[config.mk]
export PLATFORM = sky130hd
export DESIGN_NAME = issue_queue
export DESIGN_NICKNAME = d
export VERILOG_FILES = /design/src/rtl/pkg_ooo.sv /design/src/rtl/iq_pick_lowest.sv /design/src/rtl/issue_queue.sv
export SDC_FILE = /design/constraint.sdc
export NUM_CORES = 2
export LEC_CHECK = 0
export CAP_MARGIN = 20
export CORE_ASPECT_RATIO = 0.9
export CORE_MARGIN = 2
export CORE_UTILIZATION = 35
export CTS_BUF_LIST = sky130_fd_sc_hd__clkbuf_16
export DETAILED_ROUTE_END_ITERATION = 6
export PLACE_DENSITY_LB_ADDON = 0.25
export REMOVE_ABC_BUFFERS = 1
export SYNTH_ARGS = -nofsm -noshare
export SYNTH_HDL_FRONTEND = slang
export SYNTH_SLANG_ARGS = --single-unit
[constraint.sdc]
create_clock -name CLK -period 7.55 [get_ports CLK]
set_input_delay 1.1325 -clock CLK [delete_from_list [all_inputs] [get_ports CLK]]
set_output_delay 1.1325 -clock CLK [all_outputs]
set_load 0.05 [all_outputs]
[src/rtl/pkg_ooo.sv]
// Shared out-of-order core definitions: default sizing, source-operand indexing and the
// issue-queue entry record used by rename, the busy table and the issue queue.
package pkg_ooo;

  localparam int unsigned DEF_NUM_PHYS_REGS = 64;
  localparam int unsigned DEF_NUM_ENTRIES   = 16;
  localparam int unsigned DEF_PAYLOAD_WIDTH = 64;
  localparam int unsigned LOG_PHYS          = $clog2(DEF_NUM_PHYS_REGS);
  localparam int unsigned LOG_ENT           = $clog2(DEF_NUM_ENTRIES);
  localparam int unsigned NUM_SRCS          = 3;

  typedef enum logic [1:0] {
    SRC_A = 2'd0,
    SRC_B = 2'd1,
    SRC_C = 2'd2
  } src_sel_e;

  typedef struct packed {
    logic                                valid;
    logic [NUM_SRCS-1:0][LOG_PHYS-1:0]   tag;
    logic [NUM_SRCS-1:0]                 rdy;
    logic [DEF_PAYLOAD_WIDTH-1:0]        payload;
  } iq_entry_t;

  function automatic logic all_ready(input logic [NUM_SRCS-1:0] rdy);
    return &rdy;
  endfunction

endpackage

[src/rtl/iq_pick_lowest.sv]
// Lowest-set-bit priority encoder: index of the lowest requesting bit plus a found flag.
module iq_pick_lowest #(
  parameter int unsigned N = 16,
  parameter int unsigned W = (N > 1) ? $clog2(N) : 1
) (
  input  logic [N-1:0] i_req,
  output logic [W-1:0] o_idx,
  output logic         o_found
);

  always_comb begin
    o_idx   = '0;
    o_found = 1'b0;
    for (int unsigned i = 0; i < N; i++) begin
      if (i_req[i] && !o_found) begin
        o_found = 1'b1;
        o_idx   = W'(i);
      end
    end
  end

endmodule

[src/rtl/issue_queue.sv]
// Out-of-order issue buffer: holds renamed uops until all three sources are ready, then
// issues the lowest-index eligible entry per cycle into a registered valid/stall stage.
module issue_queue
  import pkg_ooo::*;
#(
  parameter int unsigned NUM_PHYS_REGS = DEF_NUM_PHYS_REGS,
  parameter int unsigned NUM_ENTRIES   = DEF_NUM_ENTRIES,
  parameter int unsigned PAYLOAD_WIDTH = DEF_PAYLOAD_WIDTH
) (
  input  logic                             CLK,
  input  logic                             RESET,
  input  logic                             Flush_IN,
  input  logic                             Dispatch_Valid_IN,
  output logic                             Dispatch_Ready_OUT,
  input  logic [$clog2(NUM_PHYS_REGS)-1:0] Dispatch_SrcA_IN,
  input  logic [$clog2(NUM_PHYS_REGS)-1:0] Dispatch_SrcB_IN,
  input  logic [$clog2(NUM_PHYS_REGS)-1:0] Dispatch_SrcC_IN,
  input  logic                             Dispatch_RdyA_IN,
  input  logic                             Dispatch_RdyB_IN,
  input  logic                             Dispatch_RdyC_IN,
  input  logic [PAYLOAD_WIDTH-1:0]         Dispatch_Payload_IN,
  input  logic                             Wakeup_Valid_IN,
  input  logic [$clog2(NUM_PHYS_REGS)-1:0] Wakeup_Tag_IN,
  output logic                             Issue_Valid_OUT,
  input  logic                             Issue_Stall_IN,
  output logic [$clog2(NUM_PHYS_REGS)-1:0] RegAddrA_OUT,
  output logic [$clog2(NUM_PHYS_REGS)-1:0] RegAddrB_OUT,
  output logic [$clog2(NUM_PHYS_REGS)-1:0] RegAddrC_OUT,
  output logic [PAYLOAD_WIDTH-1:0]         Issue_Payload_OUT
);

  localparam int unsigned      TAG_W = $clog2(NUM_PHYS_REGS);
  localparam int unsigned      IDX_W = $clog2(NUM_ENTRIES);
  localparam int unsigned      CNT_W = $clog2(NUM_ENTRIES + 1);
  localparam logic [CNT_W-1:0] FULL  = CNT_W'(NUM_ENTRIES);

  logic [NUM_ENTRIES-1:0]   r_valid;
  logic [TAG_W-1:0]         r_tag     [NUM_ENTRIES][NUM_SRCS];
  logic [NUM_SRCS-1:0]      r_rdy     [NUM_ENTRIES];
  logic [PAYLOAD_WIDTH-1:0] r_payload [NUM_ENTRIES];
  logic [CNT_W-1:0]         r_count;
  logic                     r_iss_valid;
  logic [TAG_W-1:0]         r_iss_tag [NUM_SRCS];
  logic [PAYLOAD_WIDTH-1:0] r_iss_payload;

  logic [TAG_W-1:0]         w_src     [NUM_SRCS];
  logic [NUM_SRCS-1:0]      w_src_rdy;
  logic [NUM_SRCS-1:0]      w_disp_rdy;
  logic [NUM_SRCS-1:0]      w_wake    [NUM_ENTRIES];
  logic [NUM_ENTRIES-1:0]   w_elig;
  logic [NUM_ENTRIES-1:0]   w_free;
  logic [IDX_W-1:0]         w_free_idx;
  logic [IDX_W-1:0]         w_sel_idx;
  logic                     w_free_found;
  logic                     w_sel_found;
  logic                     w_accept;
  logic                     w_load_en;
  logic                     w_issue;

  assign w_src[SRC_A]        = Dispatch_SrcA_IN;
  assign w_src[SRC_B]        = Dispatch_SrcB_IN;
  assign w_src[SRC_C]        = Dispatch_SrcC_IN;
  assign w_src_rdy[SRC_A]    = Dispatch_RdyA_IN;
  assign w_src_rdy[SRC_B]    = Dispatch_RdyB_IN;
  assign w_src_rdy[SRC_C]    = Dispatch_RdyC_IN;
  assign w_free              = ~r_valid;

  // Ready comes only from the registered count, so a slot freed this cycle is not reused until next.
  assign Dispatch_Ready_OUT  = (r_count != FULL);
  assign w_accept            = Dispatch_Valid_IN & Dispatch_Ready_OUT & w_free_found;
  assign w_load_en           = ~r_iss_valid | ~Issue_Stall_IN;
  assign w_issue             = w_load_en & w_sel_found;

  // Wakeup CAM: one comparator per entry and source, plus the bypass for the dispatching uop.
  always_comb begin
    w_elig     = '0;
    w_disp_rdy = '0;
    for (int unsigned e = 0; e < NUM_ENTRIES; e++) begin
      w_wake[e] = '0;
      w_elig[e] = r_valid[e] & all_ready(r_rdy[e]);
      for (int unsigned s = 0; s < NUM_SRCS; s++) begin
        w_wake[e][s] = Wakeup_Valid_IN & (r_tag[e][s] == Wakeup_Tag_IN);
      end
    end
    for (int unsigned s = 0; s < NUM_SRCS; s++) begin
      w_disp_rdy[s] = w_src_rdy[s] | (Wakeup_Valid_IN & (w_src[s] == Wakeup_Tag_IN));
    end
  end

  iq_pick_lowest #(.N(NUM_ENTRIES), .W(IDX_W)) u_pick_free (
    .i_req   (w_free),
    .o_idx   (w_free_idx),
    .o_found (w_free_found)
  );

  iq_pick_lowest #(.N(NUM_ENTRIES), .W(IDX_W)) u_pick_sel (
    .i_req   (w_elig),
    .o_idx   (w_sel_idx),
    .o_found (w_sel_found)
  );

  always_ff @(posedge CLK) begin
    if (RESET) begin
      r_valid       <= '0;
      r_count       <= '0;
      r_iss_valid   <= 1'b0;
      r_iss_payload <= '0;
      for (int unsigned s = 0; s < NUM_SRCS; s++) r_iss_tag[s] <= '0;
    end else if (Flush_IN) begin
      r_valid     <= '0;
      r_count     <= '0;
      r_iss_valid <= 1'b0;
    end else begin
      if (w_issue)  r_valid[w_sel_idx]  <= 1'b0;
      if (w_accept) r_valid[w_free_idx] <= 1'b1;
      r_count <= r_count + CNT_W'(w_accept) - CNT_W'(w_issue);
      if (w_load_en) begin
        r_iss_valid <= w_sel_found;
        if (w_sel_found) begin
          r_iss_payload <= r_payload[w_sel_idx];
          for (int unsigned s = 0; s < NUM_SRCS; s++) r_iss_tag[s] <= r_tag[w_sel_idx][s];
        end
      end
    end
  end

  // Entry contents need no reset: they are only observed behind a set valid bit.
  always_ff @(posedge CLK) begin
    for (int unsigned e = 0; e < NUM_ENTRIES; e++) begin
      for (int unsigned s = 0; s < NUM_SRCS; s++) begin
        if (r_valid[e] && w_wake[e][s]) r_rdy[e][s] <= 1'b1;
      end
    end
    if (w_accept && !Flush_IN && !RESET) begin
      r_rdy[w_free_idx]     <= w_disp_rdy;
      r_payload[w_free_idx] <= Dispatch_Payload_IN;
      for (int unsigned s = 0; s < NUM_SRCS; s++) r_tag[w_free_idx][s] <= w_src[s];
    end
  end

  assign Issue_Valid_OUT   = r_iss_valid;
  assign RegAddrA_OUT      = r_iss_tag[SRC_A];
  assign RegAddrB_OUT      = r_iss_tag[SRC_B];
  assign RegAddrC_OUT      = r_iss_tag[SRC_C];
  assign Issue_Payload_OUT = r_iss_payload;

endmodule
==> results.yml <==
run_status:
  outcome: "finished clean"
sta:
  slew_violations: 0
  finalHoldViolCount: 0
  rsz0062_at_grt: "false"
  fmax_mhz: 214
  period_needed_ns: 4.66
  setup_viol: 0
  tightest_slew_ns: 1.19
  relSlewSlack: 0.204
  holdWs_ns: 0.448
  finClkSkew_ns: 0.0323
  period_share: 0.618
critical_path:
  critPathKind: "reg -> reg"
  start_kind: "register"
  r2r_end: "r_iss_tag[0][9]$_SDFFCE_PN0P_"
  timing.critical_path.required_ns: 8.18
  ff2ff_setup_slack_ns: 2.89
  critPathCaptureType: "register"
  critPathMaxFanout: 69
  arrival_ns: 5.29
  rr_worst_depth: 10
  crit-reg2reg-launch: "r_valid[1]$_SDFF_PP0_"
logic_synthesis:
  synth_top_cell_area_share: 0.661
  synthDistinctLibCells: 53
  synth_warnings: 0
  avgSynthCellArea_um2: 13.4
  synthFlopType: "edfxtp_1"
  synth_cells: 4517
  syn-cell-area_mm2: 0.0605
  yosysSeqAreaShare: 0.705
  synth_common_cells: "1330 x edfxtp_1, 741 x nand2_1, 322 x nand3_1"
  synthTopCellsByArea: "edfxtp_1 66%, nand2_1 4.6%, dfxtp_1 4.4%, nand3_1 2.7%, xnor2_1 2.2%"
  ys_ff_latch: 1464
  yosysTopAreaCell: "edfxtp_1"
  synthArstFlopShare: 0
  synth.most_common_cell: "edfxtp_1"
  synth-edff-count: 1330
min_path:
  min_path_cells: 2
  min_to: "Issue_Payload_OUT[35]$_SDFFE_PP0P_"
  hp-class: "reg -> reg"
  hp-start: "Issue_Payload_OUT[35]$_SDFFE_PP0P_"
grt:
  grt_max_degree: 169
  grt-ovfl-total: 0
  antenna_found_initial: 15
  grt_usage: 0.210
  grt_pass1_vias: 38213
  grt_pass1_wl_mm: 275
pwr:
  fin_total_pwr_mw: 16.6
  p_leak_nw: 22.3
  peakVddDrop_mv: 0.204
  pwr_density_cell_mw_per_mm2: 239
clock_tree:
  clk_latency_ns: 0.80
  post_cts_resized: 0
  hold_buffers: 0
  cts_buffer_depth: 3
  cts_tree: "built"
  clk_transition_reported_paths_ns: 0.06
  cts_sinks: 1464
  root_buffer: "clkbuf_16"
  numCtsBuffers: 158
  h-tree-depth: 4
  post_cts_buffers: 0
run:
  cap_viol_max_count: 0
detailed_routing:
  drc: 0
  dr.pass1.iters: 6
  finalWirelength_mm: 188
  viasPerCell: 5.69
  routedWlPerCell_um: 27.0
  ant_nets: 0
  vias: 39698
  drtIter0Drc: 4411
layout:
  ff_latch_area_mm2: 0.0426
  multi_input_area_mm2: 0.0165
  fin_nets: 4689
  syn2layout_area_growth_pct: 14.9
  final_area_mm2: 0.0695
  drive_above_1_share: 0.0736
  n_fill_cell: 15859
floorplanning:
  placeableCoreArea_mm2: 0.171
  rows: 144
  dieWidth_um: 442
  pin_count: 181
  dieArea_mm2: 0.176
  die_h_um: 398
  start_util: 0.353
place:
  placed_area_mm2: 0.0646
  dp_hpwl_mm: 105
  port_buffers: 180
  gp_congestion: 0.898
## per-layer routing
metal / track usage / vias to the layer above / wire [um]
met4: 0.0592 / 12 / 4630
met2: 0.330 / 1615 / 87200
li1: - / 17489 / -
met1: 0.301 / 20300 / 83700
met5: 0 / - / 82
met3: 0.0333 / 282 / 12900
## how the worst max path moves through the flow
stage,startpoint,end,slack (ns),depth (start not counted)
2_1_floorplan,r_valid[9]$_SDFF_PP0_,Issue_Payload_OUT[52]$_SDFFE_PP0P_,-21.06,9
3_3_place_gp,RESET,r_payload[5][20]$_DFFE_PP_,2.78,9
3_5_place_dp,RESET,r_payload[1][1]$_DFFE_PP_,2.73,9
4_1_cts,r_valid[0]$_SDFF_PP0_,Issue_Payload_OUT[19]$_SDFFE_PP0P_,2.71,10
5_1_grt,r_valid[2]$_SDFF_PP0_,r_iss_tag[0][9]$_SDFFCE_PN0P_,2.59,10
6_report,r_valid[1]$_SDFF_PP0_,r_iss_tag[0][9]$_SDFFCE_PN0P_,2.89,10
## through the flow
step | std cells | utilization | setup slack [ns] | setup TNS [ns]
2_1_floorplan | 4156 | - | -21.06 | -1926.26
3_3_place_gp | 6684 | 0.377 | 2.78 | 0
3_5_place_dp | 6686 | 0.377 | 2.73 | 0
4_1_cts | 6977 | 0.405 | 2.71 | 0
5_1_grt | 6981 | 0.406 | 2.59 | 0
6_report | 6982 | 0.406 | 2.89 | 0
## report_power, final
| group | switching [mW] | internal [mW] | total (mW) |
|---|---|---|---|
| Combinational | 0.318 | 0.142 | 0.460 |
| Clock | 3.20 | 4.07 | 7.28 |
| Sequential | 0.0210 | 8.87 | 8.89 |
| Total | 3.54 | 13.1 | 16.6 |
## placed cells by master, fill, tap and decap left out, types with 21 or more instances in the layout
master / count
a41oi_1: 49
and3_1: 46
nand2_1: 737
nor2_1: 21
a211oi_1: 35
a22oi_1: 49
buf_4: 76
clkinv_1: 35
nand3_1: 321
a32o_1: 96
edfxtp_1: 1330
clkbuf_16: 161
dfxtp_1: 134
o221ai_1: 48
a311oi_1: 40
a22o_1: 48
xor2_1: 154
a32oi_1: 59
mux2i_1: 74
clkdlybuf4s50_1: 174
a31oi_1: 142
nor4_1: 63
o21ai_0: 208
a221oi_1: 26
a21oi_1: 180
xnor2_1: 155
inv_1: 69
## final cells by class
type / count / area share
clock buffer: 161 / 0.0580
antenna: 3 / 0.000108
sequential: 1464 / 0.613
timing repair buffer: 269 / 0.0377
inverter: 16 / 0.00115
tap: 2263 / 0.0407
multi-input combinational: 2676 / 0.237
clock inverter: 130 / 0.0115
## cells by family after synthesis
| kind of cell | after synthesis | synth area share |
|---|---|---|
| compound gates | 1013 | 0.116 |
| fa+ha+maj | 7 | 0.00157 |
| mux | 74 | 0.0123 |
| xor+xnor | 309 | 0.0448 |
| buf+inv | 377 | 0.0257 |
| flops | 1464 | 0.705 |
| simple gates | 1273 | 0.0946 |
## registers in the layout, indices dropped and copies added (netlist names)
signal / count
r_tag: 288
r_rdy: 48
Issue_Valid_OUT: 1
Issue_Payload_OUT: 64
r_payload: 1024
r_valid: 16
r_iss_tag: 18
r_count: 5
## worst max-delay path, stage by stage, from the launching register on
cell,delay [ns]
dfxtp_1,0.36
nand4_2,0.16
nand4_4,0.22
nor4_4,0.67
nand2_4,0.59
nand2_4,0.89
buf_4,0.57
a211oi_1,0.15
a311oi_1,0.45
a31oi_1,0.13
a31oi_1,0.24
Power figures use the tool's default switching activity.
